$ cat config.mk
export PLATFORM = sky130hd
export DESIGN_NAME = clk_en_gen
export DESIGN_NICKNAME = d
export VERILOG_FILES = /design/src/rtl/clk_en_gen.sv
export SDC_FILE = /design/constraint.sdc
export NUM_CORES = 1
export LEC_CHECK = 0
export CORE_MARGIN = 2
export CORE_UTILIZATION = 45
export DETAILED_ROUTE_END_ITERATION = 10
export GPL_ROUTABILITY_DRIVEN = 0
export GPL_TIMING_DRIVEN = 0
export PLACE_DENSITY = 0.7
export SETUP_SLACK_MARGIN = 0.15
export SYNTH_ARGS = -nofsm -noshare
export SYNTH_HDL_FRONTEND = slang
export SYNTH_SLANG_ARGS = --single-unit
$ cat constraint.sdc
create_clock -name clk -period 3.8 [get_ports clk]
set_input_delay 0.95 -clock clk [delete_from_list [all_inputs] [get_ports clk]]
set_output_delay 0.95 -clock clk [all_outputs]
set_load 0.1 [all_outputs]
$ cat src/rtl/clk_en_gen.sv
// clk_en_gen: multi-channel, run-time-programmable clock-enable generator.
//
// Each channel produces a one-cycle tick strobe plus a square wave (level)
// that toggles on every tick. Each channel runs in one of two modes:
//   - integer divide: a tick every N running clocks (N = active val)
//   - fractional NCO: phase accumulator, tick on carry-out, mean rate
//     val / 2^ACC_W ticks per clock
// New settings are first written into a per-channel shadow. They move into
// the active set only at a safe boundary, so the tick stream never glitches.
//
// Ports:
//   clk       system clock, rising edge
//   rst       synchronous active-high reset (clears all channel state)
//   cfg_we    one-cycle config write strobe
//   cfg_ch    target channel of cfg_we (out-of-range values are ignored)
//   cfg_mode  0 = integer divide, 1 = fractional NCO
//   cfg_val   divide ratio N (integer) or phase increment (fractional)
//   run       per-channel run enable, level-sensitive
//   sync      one-cycle strobe that realigns every channel to phase zero
//   tick      registered one-cycle enable pulse per channel
//   level     registered square wave per channel, toggles on each tick
//   pend      per-channel flag: shadow config not yet applied
module clk_en_gen #(
  parameter int NUM_CH = 2,
  parameter int ACC_W  = 24
) (
  input  logic                                          clk,
  input  logic                                          rst,
  input  logic                                          cfg_we,
  input  logic [((NUM_CH > 1) ? $clog2(NUM_CH) : 1)-1:0] cfg_ch,
  input  logic                                          cfg_mode,
  input  logic [ACC_W-1:0]                              cfg_val,
  input  logic [NUM_CH-1:0]                             run,
  input  logic                                          sync,
  output logic [NUM_CH-1:0]                             tick,
  output logic [NUM_CH-1:0]                             level,
  output logic [NUM_CH-1:0]                             pend
);

  localparam int              CH_W = (NUM_CH > 1) ? $clog2(NUM_CH) : 1;
  localparam logic [ACC_W-1:0] ONE = ACC_W'(1);

  // Integer divider wraps when the count reaches N-1.
  function automatic logic int_wrap(input logic [ACC_W-1:0] c,
                                    input logic [ACC_W-1:0] n);
    return c == (n - ONE);
  endfunction

  // Phase accumulation with the carry kept as the extra top bit.
  function automatic logic [ACC_W:0] frac_add(input logic [ACC_W-1:0] a,
                                              input logic [ACC_W-1:0] b);
    return {1'b0, a} + {1'b0, b};
  endfunction

  // Per-channel registered state
  logic [NUM_CH-1:0] act_mode;
  logic [NUM_CH-1:0] shd_mode;
  logic [ACC_W-1:0]  act_val [NUM_CH];
  logic [ACC_W-1:0]  shd_val [NUM_CH];
  logic [ACC_W-1:0]  cnt     [NUM_CH];

  // Next-state values
  logic [NUM_CH-1:0] act_mode_nx;
  logic [NUM_CH-1:0] shd_mode_nx;
  logic [ACC_W-1:0]  act_val_nx [NUM_CH];
  logic [ACC_W-1:0]  shd_val_nx [NUM_CH];
  logic [ACC_W-1:0]  cnt_nx     [NUM_CH];
  logic [NUM_CH-1:0] tick_nx;
  logic [NUM_CH-1:0] level_nx;
  logic [NUM_CH-1:0] pend_nx;

  // Result of one normal counting edge under the currently active config
  logic [ACC_W-1:0]  step_cnt [NUM_CH];
  logic [ACC_W:0]    frac_sum [NUM_CH];
  logic [NUM_CH-1:0] step_tick;
  logic [NUM_CH-1:0] val_zero;
  logic [NUM_CH-1:0] do_apply;

  always_comb begin : step_logic
    step_tick = '0;
    val_zero  = '0;
    for (int i = 0; i < NUM_CH; i++) begin
      step_cnt[i] = cnt[i];
      frac_sum[i] = frac_add(cnt[i], act_val[i]);
      val_zero[i] = (act_val[i] == '0);
      // A zero ratio/increment disables the channel; stopped channels freeze.
      if (run[i] && !val_zero[i]) begin
        if (!act_mode[i]) begin
          if (int_wrap(cnt[i], act_val[i])) begin
            step_cnt[i]  = '0;
            step_tick[i] = 1'b1;
          end else begin
            step_cnt[i] = cnt[i] + ONE;
          end
        end else begin
          step_cnt[i]  = frac_sum[i][ACC_W-1:0];
          step_tick[i] = frac_sum[i][ACC_W];
        end
      end
    end
    // Safe points to swap configs: on a tick boundary (the boundary tick
    // itself still belongs to the old config), while stopped, or while the
    // channel is disabled.
    do_apply = pend & (step_tick | ~run | val_zero);
  end

  always_comb begin : next_state
    act_mode_nx = act_mode;
    shd_mode_nx = shd_mode;
    act_val_nx  = act_val;
    shd_val_nx  = shd_val;
    cnt_nx      = cnt;
    tick_nx     = '0;
    level_nx    = level;
    pend_nx     = pend;
    for (int i = 0; i < NUM_CH; i++) begin
      if (sync) begin
        // Realignment: every channel restarts from phase zero with a low
        // level. Pending configs take effect, and run is ignored.
        if (pend[i]) begin
          act_mode_nx[i] = shd_mode[i];
          act_val_nx[i]  = shd_val[i];
          pend_nx[i]     = 1'b0;
        end
        cnt_nx[i]   = '0;
        level_nx[i] = 1'b0;
      end else begin
        cnt_nx[i]   = step_cnt[i];
        tick_nx[i]  = step_tick[i];
        level_nx[i] = level[i] ^ step_tick[i];
        if (do_apply[i]) begin
          act_mode_nx[i] = shd_mode[i];
          act_val_nx[i]  = shd_val[i];
          pend_nx[i]     = 1'b0;
          // Fractional-to-fractional keeps its residue, so the long-term
          // rate stays exact across retunes. Anything else restarts.
          if (!shd_mode[i] || (shd_mode[i] != act_mode[i])) begin
            cnt_nx[i] = '0;
          end
        end
        // A write on the same edge as an apply lands in the shadow after
        // the old shadow moved to active, so it stays pending.
        if (cfg_we && (cfg_ch == CH_W'(i))) begin
          shd_mode_nx[i] = cfg_mode;
          shd_val_nx[i]  = cfg_val;
          pend_nx[i]     = 1'b1;
        end
      end
    end
  end

  always_ff @(posedge clk) begin
    if (rst) begin
      act_mode <= '0;
      shd_mode <= '0;
      tick     <= '0;
      level    <= '0;
      pend     <= '0;
      for (int i = 0; i < NUM_CH; i++) begin
        act_val[i] <= '0;
        shd_val[i] <= '0;
        cnt[i]     <= '0;
      end
    end else begin
      act_mode <= act_mode_nx;
      shd_mode <= shd_mode_nx;
      tick     <= tick_nx;
      level    <= level_nx;
      pend     <= pend_nx;
      for (int i = 0; i < NUM_CH; i++) begin
        act_val[i] <= act_val_nx[i];
        shd_val[i] <= shd_val_nx[i];
        cnt[i]     <= cnt_nx[i];
      end
    end
  end

endmodule

==> metrics.cfg, run 1 <==
[min_path]
hold-path-endpoint = shd_val[47]
hold_class = register to register
hold_depth = 2
hold_start = shd_val[47]

[sta]
worstMarginPinSlew_ns = 1.01
fmax_mhz = 279
finalSetupViolations = 0
fin_worst_skew_ns = 0.0158
fin_crit_sh = 0.945
period_needed_ns = 3.59
hold_viol_final = 0
drv_slew = 0
relSlewSlack = 0.323
rsz0062_at_grt = yes

[layout]
antenna_cells = 0
drive_above_1_share = 0.0908
nFillCells = 2322
nets = 1582
final_common_cell = nand2_1
multiInputGateArea_um2 = 7630
final_util = 0.532
area_growth_pct = 16.8
final_cells = 1833
mostFrequentLayoutCells = nand2_1, dfxtp_1, a21oi_1
regArea_um2 = 3100
stdcell_area_um2 = 12800

[floorplanning]
die_width_um = 160
die_h_um = 160
initial_core_util = 0.455
die_area_um2 = 25600
rows = 57
boundaryPins = 38
core_um2 = 24100

[setup_path]
cpPeakStageDelay_ns = 0.57
cp.required_ns = 4.13
endpoint_kind = register
path_max_fanout = 10
r2r_start = act_val[26]
cp_top_family = simple AND/OR/NAND/NOR gates
cp_slowest_cell = or4_4
crit_chain = buf_6 -> or4b_4 -> buf_6 -> xnor2_1 -> nor4b_1 -> nor3_1 -> or4_4 -> o41ai_4 -> buf_4 -> a21o_1 -> a31o_4 -> buf_4 -> nor2_1
rr_worst_depth = 13
crit_type = register to register
start_kind = register
critical_path_buf_inv_count = 4
worstPathArrival_ns = 3.92
reg2reg_slack_ns = 0.21
r2r-end = cnt[32]

[yosys]
synth.distinct_cells = 75
synth_seq_cells = 154
syn_inst = 1415
async_reset_ff_frac = 0
synth_nets = 1501
synth-seq-area-share = 0.281
synth_edf_count = 0
synth_area_um2 = 11000
syn_avg_cell_area_um2 = 7.75
ys.flop_type = dfxtp_1
yosysWarnings = 0

[routing]
drc = 0
drtPass1Iterations = 5
wl_um = 33100
routed_via_density = 5.98
wl_per_cell_um = 18.0
via_count = 10966
antenna_left = 0
drt-initial-drc-count = 1017

[power_and_ir_drop]
switchingPower_mw = 1.08
p_int_mw = 2.65
sequentialPowerShare = 0.443
leakagePower_nw = 4.87
swShare = 0.289
clkPwrFrac = 0.487
ir_drop_v = 0.000235
power.density_nw_per_um2 = 291
combPwrFrac = 0.070

[clocking]
clk_pin_slew_ns = 0.08
hold_buffers = 0
cts_root_buffer = clkbuf_16
clkLatencyLatePin_ns = 0.44
cts-htree-levels = 4
numCtsBuffers = 17
clock_sinks = 154
cts_tree = built
clk_path_buf_depth = 2

[global_route]
grt_pass1_wl_um = 52600
grt-ovfl-total = 0
grt_pass1_vias = 10023
antenna_found_initial = 0
grt.total_usage = 0.252
grt_max_degree = 21

[run_status]
outcome = complete, no violations

[place]
dp_cells = 1775
io_buffer_count = 36
dpl-instance-area_um2 = 11700
dp_hpwl_um = 24600

[flow_run]
cap_violations = 0

## cell usage after synthesis, types with 28 or more instances
library cell  count  share of area
xnor2_1          66          0.053
nor3_1           40          0.018
o21ai_0          80          0.037
nand3_1          40          0.018
nor2_1          104          0.036
nand2b_1         62          0.035
clkbuf_1         64          0.022
mux2i_1          31          0.028
xor2_1           50          0.040
dfxtp_1         154           0.28
nand3b_1         28          0.019
a21oi_1         138          0.063
ha_1             52          0.059
nand2_1         181          0.062
## worst max path at each step
stage / from / to / cells past startpoint
3_3_place_gp: act_val[0] / cnt[18] / 12
5_1_grt: act_val[37] / act_val[28] / 11
4_1_cts: act_val[10] / act_val[6] / 12
3_5_place_dp: act_val[25] / cnt[37] / 12
2_1_floorplan: act_val[25] / cnt[46] / 13
6_report: act_val[26] / cnt[32] / 13
## registers in the layout, indices dropped and copies added (netlist names)
| name | count |
|---|---|
| act_val | 48 |
| level | 2 |
| act_mode | 2 |
| pend | 2 |
| shd_mode | 2 |
| shd_val | 48 |
| cnt | 48 |
| tick | 2 |
## layer usage
layer  share of wire  up-vias  track usage
met5               0        -            0
met4           0.022        0       0.0692
met3           0.062       50       0.0392
met2            0.45      370        0.400
met1            0.47     5250        0.357
li1                -     5296            -
## cell type report
type / count / area share
flip-flops and latches: 154 / 0.242
clock buffers: 17 / 0.0332
repair buffers: 62 / 0.0430
well taps: 324 / 0.0316
multi-input cells: 1163 / 0.596
plain buffers: 78 / 0.0324
inverters: 20 / 0.00605
clock inverters: 15 / 0.0163
## power by group through the flow
stage	Sequential [mW]	Combinational, mW	Clock [mW]
global route	1.65	0.282	1.89
detailed placement	1.69	0.240	0
floorplan	1.69	0.146	0
global placement	1.69	0.238	0
finish	1.65	0.260	1.82
CTS	1.65	0.251	1.82
## tightest hold or removal path, stage by stage (launching register included)
cell     delay [ns]
dfxtp_1        0.31
nand2_1        0.05
a21oi_1        0.05
## through the flow
stage / hold slack [ns] / power [mW] / setup WS [ns] / setup TNS, ns
floorplan: 0.436 / 1.83 / 0.403 / 0
global placement: 0.446 / 1.93 / -0.349 / -19.79
detailed placement: 0.447 / 1.93 / -0.339 / -21.88
CTS: 0.457 / 3.73 / 0.166 / 0
global route: 0.477 / 3.82 / 0.0802 / 0
finish: 0.456 / 3.73 / 0.209 / 0
## cells by family after synthesis
family	Yosys count	share of synthesized area
xor gates and xnor gates	116	0.0926
AOI/OAI and AO/OA	384	0.222
buffers and inverters	98	0.0386
adders and majority gates	54	0.0630
muxes	31	0.0283
DFF	154	0.281
and+or+nand+nor	578	0.274
## what timing repair did
item	4_1_cts	5_1_grt
resized for setup	42	55
pin swaps	7	15
setup endpoints to repair	101	99
gates cloned	3	0
buffers inserted	7	16
Note: power is estimated with default switching activity, not from simulation.
==> run 2: changes to the inputs <==
--- a/config.mk
+++ b/config.mk
@@ -10,8 +10,7 @@
 export DETAILED_ROUTE_END_ITERATION = 10
 export GPL_ROUTABILITY_DRIVEN = 0
 export GPL_TIMING_DRIVEN = 0
-export PLACE_DENSITY = 0.7
-export SETUP_SLACK_MARGIN = 0.15
+export PLACE_DENSITY_LB_ADDON = 0.15
 export SYNTH_ARGS = -nofsm -noshare
 export SYNTH_HDL_FRONTEND = slang
 export SYNTH_SLANG_ARGS = --single-unit
==> metrics.cfg, run 2 (synthesis results as in run 1) <==
[routing]
drc = 0
via_count = 10586
wl_met2_um = 14100
antenna_left = 0
highest_layer = met4
wl_um = 32600
routed_via_density = 5.83
drtPass1Iterations = 5
drt-initial-drc-count = 778
dr_wl_met3_um = 1650
wl_met1_um = 16400
wl_per_cell_um = 18.0

[sta]
drv_slew = 0
fmax_mhz = 273
relSlewSlack = 0.353
worstMarginPinSlew_ns = 0.967
period_needed_ns = 3.66
finalSetupViolations = 0
hold_viol_final = 0
setup_tns_ns = 0
fin_crit_sh = 0.963
fin_worst_skew_ns = 0.0105

[clocking]
cts_tree = built
cts_root_buffer = clkbuf_16
clk_pin_slew_ns = 0.08
cts-htree-levels = 4
clkLatencyLatePin_ns = 0.44
hold_buffers = 0
clock_sinks = 154
numCtsBuffers = 17
clk_path_buf_depth = 2

[min_path]
hold_start = shd_val[0]
hold_class = register to register

[setup_path]
crit_chain = inv_1 -> ha_2 -> nor4b_4 -> nand4_1 -> or4_1 -> xnor2_1 -> or4_1 -> o41ai_4 -> buf_4 -> a21o_1 -> a31o_2 -> buf_4 -> nor2_1
worstSetupStartpoint = act_val[25]
path_max_fanout = 10
endpoint_kind = register
crit_type = register to register
r2r_start = act_val[25]
cp_slowest_cell = or4_1
cp_top_family = simple AND/OR/NAND/NOR gates
cp.required_ns = 4.13
start_kind = register
worstPathArrival_ns = 3.99
cpPeakStageDelay_ns = 0.47
critical_path_buf_inv_count = 3

[layout]
area_growth_pct = 14.9
final_util = 0.523
final_cells = 1816
antenna_cells = 0
final_common_cell = nand2_1
mostFrequentLayoutCells = nand2_1, dfxtp_1, a21oi_1
drive_above_1_share = 0.0690
largest_registers = act_val x48, cnt x48, shd_val x48
nets = 1565

[floorplanning]
die_h_um = 160
rows = 57
initial_core_util = 0.455
core_um2 = 24100
die_area_um2 = 25600
die_width_um = 160
boundaryPins = 38

[global_route]
antenna_found_initial = 0
grt-ovfl-total = 0
grt_pass1_vias = 9773
grt_max_degree = 20
grt_pass1_wl_um = 52500
grt.total_usage = 0.254

[power_and_ir_drop]
leakagePower_nw = 4.76
ir_drop_v = 0.000246
power.density_nw_per_um2 = 293

[place]
dp_cells = 1775
dp_hpwl_um = 25100
io_buffer_count = 36

[flow_run]
cap_violations = 0

[run_status]
outcome = complete, no violations

run 2: what timing repair did:
action	CTS	global route
pin swaps	4	6
buffers inserted	4	6
setup endpoints to repair	100	91
resized for setup	18	30
gates cloned	0	0
run 2: layout make-up:
type                            instances  area [um^2]
Buffer                                 77          364
Clock buffer                           17          425
Multi-Input combinational cell       1163         7610
Tap cell                              324          405
Timing Repair Buffer                   46          448
Inverter                               20         75.1
Sequential cell                       154         3090
Clock inverter                         15          191
Fill cell                            2450        11500
run 2: through the flow:
step	hold slack, ns	power [mW]	setup WS (ns)	instance area (um^2)
after floorplan	0.436	1.83	0.403	11000
after detailed placement	0.448	1.93	-0.458	11700
after global routing	0.474	3.81	-0.0206	12600
after CTS	0.459	3.70	0.0199	12500
after global placement	0.445	1.93	-0.425	11700
final	0.458	3.69	0.142	12600
run 2: power by group:
part / switching [mW] / internal, mW
Combinational: 0.149 / 0.104
Sequential: 0.0188 / 1.63
Clock: 0.887 / 0.903
run 2: worst register-to-register path: stages (launching register included):
cell and delay (ns):
dfxtp_2 0.39, inv_1 0.08, ha_2 0.23, nor4b_4 0.30, nand4_1 0.23, or4_1 0.46, xnor2_1 0.19, or4_1 0.47
o41ai_4 0.32, buf_4 0.17, a21o_1 0.14, a31o_2 0.27, buf_4 0.23, nor2_1 0.07
run 2: layer usage:
layer / up-vias / global-route usage
met5: - / 0
met4: 0 / 0.0688
met3: 43 / 0.0384
met2: 306 / 0.380
met1: 4981 / 0.378
li1: 5256 / -
run 2: worst paths after layout:
| check | to | slack, ns | cells past startpoint |
|---|---|---|---|
| min reg2reg | shd_val[0] | 0.46 | 2 |
| max | cnt[37] | 0.14 | 13 |
| min | shd_val[0] | 0.46 | 2 |
| max reg2reg | cnt[37] | 0.14 | 13 |
